File: src/rtl/pid_dterm_pkg.sv
// Shared constants and helpers for the multi-channel PID derivative-term engine.
package pid_dterm_pkg;

    // Default build parameters
    localparam int ERR_W_DEF   = 10;
    localparam int SAT_W_DEF   = 8;
    localparam int COEFF_W_DEF = 5;
    localparam int DEPTH_DEF   = 3;
    localparam int NUM_CH_DEF  = 2;

    // Channel-tag width; a single-channel build still carries a 1-bit tag
    function automatic int ch_w_f(input int num_ch);
        return (num_ch > 1) ? $clog2(num_ch) : 1;
    endfunction

    // Saturated difference at the default width
    typedef logic signed [SAT_W_DEF-1:0] sat_t;

endpackage

File: src/rtl/dterm_sat.sv
// Combinational signed clamp from IN_W bits down to OUT_W bits.
module dterm_sat #(
    parameter int IN_W  = 11,
    parameter int OUT_W = 8
) (
    input  logic signed [IN_W-1:0]  din_i,
    output logic signed [OUT_W-1:0] dout_o
);

    if (IN_W > OUT_W) begin : g_clamp
        localparam logic signed [IN_W-1:0] HI = IN_W'((64'sd1 <<< (OUT_W - 1)) - 64'sd1);
        localparam logic signed [IN_W-1:0] LO = IN_W'(-(64'sd1 <<< (OUT_W - 1)));

        // Clamp to the representable output range
        always_comb begin
            // NOTE: dout_o gets a value before any branch, so no path can infer a latch.
            dout_o = din_i[OUT_W-1:0];
            if (din_i > HI) begin
                dout_o = HI[OUT_W-1:0];
            end else if (din_i < LO) begin
                dout_o = LO[OUT_W-1:0];
            end
        end
    end else begin : g_ext
        // Output is at least as wide as the input: plain sign extension
        assign dout_o = OUT_W'(din_i);
    end

endmodule

File: src/rtl/pid_dterm_mc.sv
// Multi-channel PID derivative term: per-channel error history, saturated
// difference against the sample DEPTH back, scaled by d_coeff, two-stage pipeline.
// Optional feature macro: PID_DTERM_LPF_EN (per-channel first-order output smoothing).
module pid_dterm_mc
    import pid_dterm_pkg::*;
#(
    parameter int  ERR_W   = ERR_W_DEF,
    parameter int  SAT_W   = SAT_W_DEF,
    parameter int  COEFF_W = COEFF_W_DEF,
    parameter int  DEPTH   = DEPTH_DEF,
    parameter int  NUM_CH  = NUM_CH_DEF,
    localparam int CH_W    = ch_w_f(NUM_CH),
    localparam int PROD_W  = SAT_W + COEFF_W
) (
    input  logic                      clk,
    input  logic                      rst_n,
    input  logic signed [ERR_W-1:0]   err_sat,
    input  logic        [CH_W-1:0]    err_ch,
    input  logic                      err_vld,
    input  logic                      hist_clr,
    input  logic signed [COEFF_W-1:0] d_coeff,
    output logic signed [PROD_W-1:0]  D_term,
    output logic        [CH_W-1:0]    D_ch,
    output logic                      D_vld
);

    localparam int               CNT_W    = $clog2(DEPTH + 1);
    localparam logic [CNT_W-1:0] CNT_FULL = CNT_W'(DEPTH);
    localparam logic [CNT_W-1:0] CNT_ONE  = CNT_W'(1);
    localparam logic [CH_W:0]    NUM_CH_C = (CH_W + 1)'(NUM_CH);

    // Per-channel history (index 0 = newest) and fill count
    logic signed [ERR_W-1:0] hist_q [NUM_CH][DEPTH];
    logic [CNT_W-1:0]        cnt_q  [NUM_CH];

    // Stage 0 (combinational)
    logic                    ch_ok;
    logic                    take;
    logic                    primed;
    logic [CNT_W-1:0]        cnt_cur;
    logic signed [ERR_W:0]   diff;
    logic signed [SAT_W-1:0] sat_s0;

    // Stage 1 registers
    logic                      s1_vld_q;
    logic signed [SAT_W-1:0]   s1_sat_q;
    logic signed [COEFF_W-1:0] s1_coeff_q;
    logic [CH_W-1:0]           s1_ch_q;

    // Stage 2 next-state
    logic signed [PROD_W-1:0] prod;
    logic signed [PROD_W-1:0] d_term_d;

`ifdef PID_DTERM_LPF_EN
    logic signed [PROD_W-1:0] lpf_q [NUM_CH];
    logic signed [PROD_W:0]   lpf_sum;
`endif

    // Stage 0: channel qualification and unwrapped difference (forced to 0 until primed)
    always_comb begin
        ch_ok   = ({1'b0, err_ch} < NUM_CH_C);
        take    = err_vld && ch_ok;
        cnt_cur = ch_ok ? cnt_q[err_ch] : '0;
        // A same-cycle clear empties the history before this sample is judged
        primed  = !hist_clr && (cnt_cur == CNT_FULL);
        diff    = '0;
        if (primed) begin
            diff = (ERR_W + 1)'(err_sat) - (ERR_W + 1)'(hist_q[err_ch][DEPTH-1]);
        end
    end

    dterm_sat #(
        .IN_W  (ERR_W + 1),
        .OUT_W (SAT_W)
    ) u_sat (
        .din_i  (diff),
        .dout_o (sat_s0)
    );

    // History shift / clear; clear acts first when it coincides with a sample
    always_ff @(posedge clk or negedge rst_n) begin
        // NOTE: the history is a small register file, not a RAM, so it takes the async reset.
        if (!rst_n) begin
            for (int c = 0; c < NUM_CH; c++) begin
                cnt_q[c] <= '0;
                for (int d = 0; d < DEPTH; d++) begin
                    hist_q[c][d] <= '0;
                end
            end
        end else if (ch_ok) begin
            if (err_vld) begin
                // NOTE: non-blocking updates mean hist_q[..][d-1] below is the pre-edge value.
                hist_q[err_ch][0] <= err_sat;
                for (int d = 1; d < DEPTH; d++) begin
                    hist_q[err_ch][d] <= hist_clr ? '0 : hist_q[err_ch][d-1];
                end
                if (hist_clr) begin
                    cnt_q[err_ch] <= CNT_ONE;
                end else if (cnt_q[err_ch] != CNT_FULL) begin
                    cnt_q[err_ch] <= cnt_q[err_ch] + CNT_ONE;
                end
            end else if (hist_clr) begin
                cnt_q[err_ch] <= '0;
                for (int d = 0; d < DEPTH; d++) begin
                    hist_q[err_ch][d] <= '0;
                end
            end
        end
    end

    // Stage 1: capture saturated difference, coefficient and tag
    always_ff @(posedge clk or negedge rst_n) begin
        if (!rst_n) begin
            s1_vld_q   <= 1'b0;
            s1_sat_q   <= '0;
            s1_coeff_q <= '0;
            s1_ch_q    <= '0;
        end else begin
            s1_vld_q <= take;
            if (take) begin
                s1_sat_q   <= sat_s0;
                s1_coeff_q <= d_coeff;
                s1_ch_q    <= err_ch;
            end
        end
    end

    // Stage 2 datapath: full-width signed product, optionally averaged with the channel's last output
    always_comb begin
        prod = PROD_W'(s1_sat_q) * PROD_W'(s1_coeff_q);
`ifdef PID_DTERM_LPF_EN
        lpf_sum  = (PROD_W + 1)'(prod) + (PROD_W + 1)'(lpf_q[s1_ch_q]);
        d_term_d = PROD_W'(lpf_sum >>> 1);
`else
        d_term_d = prod;
`endif
    end

    // Stage 2 output registers; term and tag hold between pulses
    always_ff @(posedge clk or negedge rst_n) begin
        if (!rst_n) begin
            D_vld  <= 1'b0;
            D_term <= '0;
            D_ch   <= '0;
        end else begin
            D_vld <= s1_vld_q;
            if (s1_vld_q) begin
                D_term <= d_term_d;
                D_ch   <= s1_ch_q;
            end
        end
    end

`ifdef PID_DTERM_LPF_EN
    // Smoothing state: follows each emitted term; a channel clear wins over a same-cycle update
    always_ff @(posedge clk or negedge rst_n) begin
        if (!rst_n) begin
            for (int c = 0; c < NUM_CH; c++) begin
                lpf_q[c] <= '0;
            end
        end else begin
            if (s1_vld_q) begin
                lpf_q[s1_ch_q] <= d_term_d;
            end
            if (hist_clr && ch_ok) begin
                lpf_q[err_ch] <= '0;
            end
        end
    end
`endif

endmodule

File: config.mk
export PLATFORM = sky130hd
export DESIGN_NAME = pid_dterm_mc
export DESIGN_NICKNAME = d
export VERILOG_FILES = /design/src/rtl/pid_dterm_pkg.sv /design/src/rtl/dterm_sat.sv /design/src/rtl/pid_dterm_mc.sv
export SDC_FILE = /design/constraint.sdc
export NUM_CORES = 1
export LEC_CHECK = 0
export ABC_AREA = 1
export CAP_MARGIN = 20
export CORE_MARGIN = 1
export CORE_UTILIZATION = 40
export DETAILED_ROUTE_END_ITERATION = 8
export PLACE_DENSITY = 0.69
export SLEW_MARGIN = 20
export SYNTH_ARGS = -nofsm -noshare
export SYNTH_HDL_FRONTEND = slang
export SYNTH_SLANG_ARGS = --single-unit
File: constraint.sdc
create_clock -name clk -period 10.8 [get_ports clk]
set_input_delay 2.16 -clock clk [delete_from_list [all_inputs] [get_ports clk]]
set_output_delay 2.16 -clock clk [all_outputs]
set_load 0.01 [all_outputs]
==> results of run 1 <==
[per-layer routing]
| layer | up-vias | part of all wire, % | track usage (%) |
|---|---|---|---|
| met5 | - | 0 | 0 |
| met2 | 68 | 47 | 28.0 |
| met1 | 2063 | 49 | 22.2 |
| met4 | 0 | 0.53 | 5.34 |
| li1 | 2271 | - | - |
| met3 | 4 | 3.4 | 4.55 |
[tightest hold or removal path: stages (launching register included)]
cell and delay [ns]:
dfrtp_1 0.35, nand2_1 0.06, nand2_1 0.04
[power by group through the flow]
stage	Combinational (mW)	Sequential, mW	Clock (mW)
after global routing	0.390	0.434	0.339
after detailed placement	0.335	0.435	0
after global placement	0.328	0.433	0
after CTS	0.337	0.428	0.325
after floorplan	0.230	0.434	0
final	0.331	0.428	0.316
[metrics by stage]
stage                     setup WS [ns]  area [sq um]
after floorplan                    6.50          5830
after global placement             5.44          6300
after detailed placement           5.34          6300
after CTS                          5.72          6600
after global routing               5.91          6600
final                              6.16          6600
[cell type report]
type,count,area [sq um],share of cell area [%]
well taps,180,225,3.41
clock buffers,9,225,3.41
repair buffers,37,355,5.38
multi-input cells,431,2740,41.5
flip-flops and latches,94,2350,35.6
clock inverters,7,73.8,1.12
inverters,168,631,9.56
[Yosys cell counts (2+ instances only)]
library cell / number
a21oi_1: 19
a21oi_2: 3
a31oi_1: 2
buf_2: 3
clkbuf_1: 19
dfrtp_1: 94
fa_1: 27
ha_1: 33
inv_1: 164
inv_2: 3
nand2_1: 167
nand2_2: 6
nand3_1: 12
nand3b_1: 2
nand4_1: 2
nor2_1: 33
nor3_1: 2
o21ai_0: 50
o22ai_1: 50
or2_2: 5
xnor2_1: 3
xor2_1: 7
[sequential cells by signal (all words and copies together), names as in the netlist]
register,cells
cnt_q,4
s1_ch_q,1
D_term,13
D_ch,1
D_vld,1
s1_coeff_q,5
s1_sat_q,8
hist_q,60
s1_vld_q,1
[path summary, 6_finish.rpt]
check	start	endpoint	slack, ns
max	err_vld	hist_q[39]	6.16
min	D_term[2]	D_term[2]	0.48
max reg2reg	s1_coeff_q[4]	D_term[9]	6.81
min reg2reg	D_term[2]	D_term[2]	0.48
max in group asynchronous	rst_n	hist_q[1]	7.96
min in group asynchronous	rst_n	hist_q[6]	1.83
[kinds of logic (layout without fill, tap and decap cells)]
family	Yosys count	in the layout	synth area share [%]
simple gates	232	232	16.2
buf+inv	193	221	12.8
compound gates	129	129	12.8
flops	94	94	40.3
fa+ha+maj	60	60	16.3
xor+xnor	10	10	1.50
==> results.cfg, run 1 <==
[worst_setup_path]
crit_fanout = 21
worstSetupPathType = in2reg
crit_chain = clkdlybuf4s50_1, inv_1, nor2_1, inv_1, nor2_1, inv_1, o21ai_0
cp.depth = 7
slowest_delay_ns = 0.75
startpoint_type = input port
reg2regPathDepth = 14
path_common_cell = inv_1
cp.arrival_ns = 4.85
crit_family = buffers and inverters
endpoint_kind = register
critPathBufInv = 4
cp_data_required_time_ns = 11.00
critical_path.slowest_cell = clkdlybuf4s50_1

[cells_and_area]
final_common_cell = nand2_1
finalNonFillerCells = 926
post-route-util_pct = 47.0
post_route_cells_drive_above_1_share_pct = 5.90
nFillCells = 1347
diodes = 0
syn2layout_area_growth_pct = 13.2
final_nets = 821
layout_common_cells = nand2_1, inv_1, dfrtp_1, o21ai_0, o22ai_1

[yosys]
syn_area_sq_mm = 0.00583
synth_top_area_share_pct = 40.3
syn-num-nets = 798
ys_seq_elements = 94
synth_cell_types = 34
netlist_instances = 718
synth_edf_count = 0
synth_area_per_cell_sq_um = 8.12
synth_warnings = 0
synthArstFlopShare_pct = 100
synth_area_leaders = dfrtp_1, nand2_1, inv_1
synth-main-ff-cell = dfrtp_1
yosys.area.top_type = dfrtp_1
seq_area_frac_synth_pct = 40.3

[clock_network]
clkSinkCount = 94
cts.clk_slew.worst_paths_ns = 0.07
cts_resized = 0
cts_buffers = 9
cts_tree = yes
clk_latency_ns = 0.36
postCtsSetupBuffers = 0
cts.path.max_buffers = 2
cts_root_buf = clkbuf_16
cts_max_level = 3
holdBufCountCts = 0

[die]
ios = 35
die_x_um = 123
coreArea_sq_mm = 0.0140
dieArea_sq_mm = 0.0151
num_rows = 43
start_util_pct = 41.5
die_y_um = 123

[timing]
min_period_ns = 4.64
finalMaxSlewViolations = 0
finClkSkew_ns = 0.0133
rsz0062_at_grt = false
post-route-period-util_pct = 43.0
max_freq_mhz = 215
slew_headroom_pct = 41.1
setup_violations = 0
tns_ns = 0
hold_ws_ns = 0.481
worst_pin_slew_ns = 0.880
hold_viol_final = 0

[grt]
grt_use_total_pct = 17.2
grt_max_degree = 51
antenna_found_initial = 0
grt_remaining_overflow = 0
grt_pass1_vias = 4382
grt_first_pass_wirelength_um = 20200

[status]
status = finished, final reports clean

[pwr]
power.density_mw_per_mm2 = 163
internal_power_mw = 0.703
p_sw_share_pct = 34.6
p_leak_nw = 3.52
p_switching_mw = 0.372
peakVddDrop_mv = 0.0966
combPwrFrac_pct = 30.8
power.total_mw = 1.08
pwr-share-clk_pct = 29.4
p_seq_share_pct = 39.8

[detailed_routing]
drc = 0
routed_wl_um = 11500
avgViaCountPerCell = 4.76
post_drt_wl_per_cell_um = 12.4
antenna_left = 0
drt_iter0_drc = 202
num_vias = 4406
dr.pass1.iters = 4

[place]
dpl.cell_count = 910
io_buffers = 34
place_congestion = 0.845
dp_hpwl_um = 8380

[worst_hold_path]
holdPathStages = 2
holdCritPathClass = reg2reg

[run]
cap_violations = 0
No activity file was read; power rests on OpenSTA's default activity.
==> inputs of run 2 (changes only) <==
--- a/config.mk
+++ b/config.mk
@@ -10,7 +10,7 @@
 export CORE_MARGIN = 1
 export CORE_UTILIZATION = 40
 export DETAILED_ROUTE_END_ITERATION = 8
-export PLACE_DENSITY = 0.69
+export PLACE_DENSITY = 0.72
 export SLEW_MARGIN = 20
 export SYNTH_ARGS = -nofsm -noshare
 export SYNTH_HDL_FRONTEND = slang
==> constraint.sdc (replaced) <==
create_clock -name clk -period 4.13 [get_ports clk]
set_input_delay 0.826 -clock clk [delete_from_list [all_inputs] [get_ports clk]]
set_output_delay 0.826 -clock clk [all_outputs]
set_load 0.01 [all_outputs]
==> results.cfg, run 2 (same netlist as run 1, synthesis figures left out) <==
[status]
status = finished, final reports clean

[detailed_routing]
drt_iter0_drc = 249
antenna_left = 0
avgViaCountPerCell = 4.81
dr.pass1.iters = 4
post_drt_wl_per_cell_um = 12.7
routed_wl_um = 11800
num_vias = 4502
drc = 0

[run]
cap_violations = 0

[die]
num_rows = 43
dieArea_sq_mm = 0.0151
start_util_pct = 41.5
coreArea_sq_mm = 0.0140
die_x_um = 123
die_y_um = 123
ios = 35

[pwr]
pwr-share-clk_pct = 29.0
p_leak_nw = 3.56
internal_power_mw = 1.84
peakVddDrop_mv = 0.255
p_switching_mw = 0.984
p_sw_share_pct = 34.8
p_seq_share_pct = 39.4
combPwrFrac_pct = 31.6
power.density_mw_per_mm2 = 424

[clock_network]
cts_tree = yes
postCtsSetupBuffers = 0
cts.path.max_buffers = 2
cts_max_level = 3
cts_resized = 0
clkSinkCount = 94
cts.clk_slew.worst_paths_ns = 0.07
clk_latency_ns = 0.36
cts_root_buf = clkbuf_16
cts_buffers = 9
holdBufCountCts = 0

[cells_and_area]
top_regs = hist_q x60, D_term x13, s1_sat_q x8
diodes = 0
final_common_cell = nand2_1
final_nets = 831
finalNonFillerCells = 936
syn2layout_area_growth_pct = 14.4
regMostFlops = hist_q
nFillCells = 1336
layout_common_cells = nand2_1, inv_1, dfrtp_1, o22ai_1, o21ai_0
largest_register_ffs = 60
post_route_cells_drive_above_1_share_pct = 7.28

[place]
place_congestion = 0.850
io_buffers = 34
dp_hpwl_um = 8810
dpl.cell_count = 920

[worst_setup_path]
timing.rr.end = D_term[9]
crit_fanout = 9
worstSetupPathType = reg2reg
cp_data_required_time_ns = 4.41
cp.depth = 14
critPathBufInv = 2
path_common_cell = fa_1
cp.arrival_ns = 4.14
startpoint_type = register
r2r_start = s1_coeff_q[4]
crit_family = adder cells
crit_chain = inv_2, or2_2, fa_1, fa_1, fa_1, fa_1, inv_1, a21oi_1, o21ai_1, nand2_1, nand2_1, a21oi_1, or2_2, a31oi_1
reg2regPathDepth = 14
critical_path.slowest_cell = fa_1
regToRegSetupSlack_ns = 0.27
crit_start = s1_coeff_q[4]
endpoint_kind = register
slowest_delay_ns = 0.53
worstSetupEndpoint = D_term[9]

[grt]
grt_remaining_overflow = 0
grt_max_degree = 52
grt_pass1_vias = 4466
grt_use_total_pct = 17.9
antenna_found_initial = 0
grt_first_pass_wirelength_um = 20600

[timing]
tns_ns = 0
max_freq_mhz = 259
rsz0062_at_grt = false
min_period_ns = 3.86
slew_headroom_pct = 56.7
hold_ws_ns = 0.473
hold_viol_final = 0
post-route-period-util_pct = 93.5
finalMaxSlewViolations = 0
setup_violations = 0
finClkSkew_ns = 0.0106
worst_pin_slew_ns = 0.649

[worst_hold_path]
holdPathStages = 2
holdCritPathClass = reg2reg
## run 2: changes by cell type in the layout (fill, tap and decap cells not counted)
cell             change
clkdlybuf4s50_1      +1
o21ai_1              +2
clkinv_4             -1
inv_1                -1
clkinv_8             -1
a21oi_2              +1
inv_2                +1
a21oi_1              -1
o21ai_0              -2
buf_4               +10
clkinv_2             +1
inv_6                +1
buf_2                -1
## run 2: worst reg2reg max path, cell delays in order (launching register included)
cell	delay, ns
dfrtp_1	0.39
inv_2	0.09
or2_2	0.30
fa_1	0.51
fa_1	0.51
fa_1	0.53
fa_1	0.43
inv_1	0.10
a21oi_1	0.06
o21ai_1	0.21
nand2_1	0.11
nand2_1	0.07
a21oi_1	0.07
or2_2	0.27
a31oi_1	0.12
## run 2: area by class of cell
cell class | instances | area (sq um) | area share [%]
Multi-Input combinational cell | 431 | 2740 | 41.1
Clock buffer | 9 | 225 | 3.38
Tap cell | 180 | 225 | 3.38
Clock inverter | 7 | 62.6 | 0.938
Sequential cell | 94 | 2350 | 35.3
Timing Repair Buffer | 47 | 435 | 6.53
Inverter | 168 | 631 | 9.45
## run 2: worst min path at each step
stage               from  slack [ns]         to
4_1_cts        D_term[3]        0.48  D_term[3]
3_5_place_dp   D_term[3]        0.46  D_term[3]
6_report       D_term[3]        0.47  D_term[3]
2_1_floorplan   s1_vld_q        0.39      D_vld
5_1_grt        D_term[3]        0.51  D_term[3]
3_3_place_gp   D_term[2]        0.45  D_term[2]
## run 2: power by group through the flow
stage	Sequential (mW)	Combinational, mW	Clock (mW)
2_1_floorplan	1.13	0.603	0
3_3_place_gp	1.12	0.870	0
3_5_place_dp	1.13	0.892	0
4_1_cts	1.11	0.898	0.839
5_1_grt	1.13	1.04	0.874
6_report	1.11	0.893	0.819
## run 2: per-layer routing
| layer | up-vias | routed length, um | track usage [%] |
|---|---|---|---|
| met5 | - | 0 | 0 |
| met4 | 0 | 191 | 5.49 |
| met3 | 16 | 450 | 4.69 |
| met2 | 66 | 5570 | 29.8 |
| met1 | 2128 | 5630 | 22.5 |
| li1 | 2292 | - | - |
## run 2: stage by stage
| step | power (mW) | util (%) | setup slack [ns] | instance area, sq um |
|---|---|---|---|---|
| floorplan | 1.74 | - | 0.373 | 5830 |
| global placement | 1.99 | 45.4 | 0.225 | 6380 |
| detailed placement | 2.02 | 45.4 | 0.122 | 6380 |
| CTS | 2.85 | 47.5 | 0.120 | 6670 |
| global route | 3.04 | 47.5 | 0.0360 | 6670 |
| finish | 2.83 | 47.5 | 0.267 | 6670 |
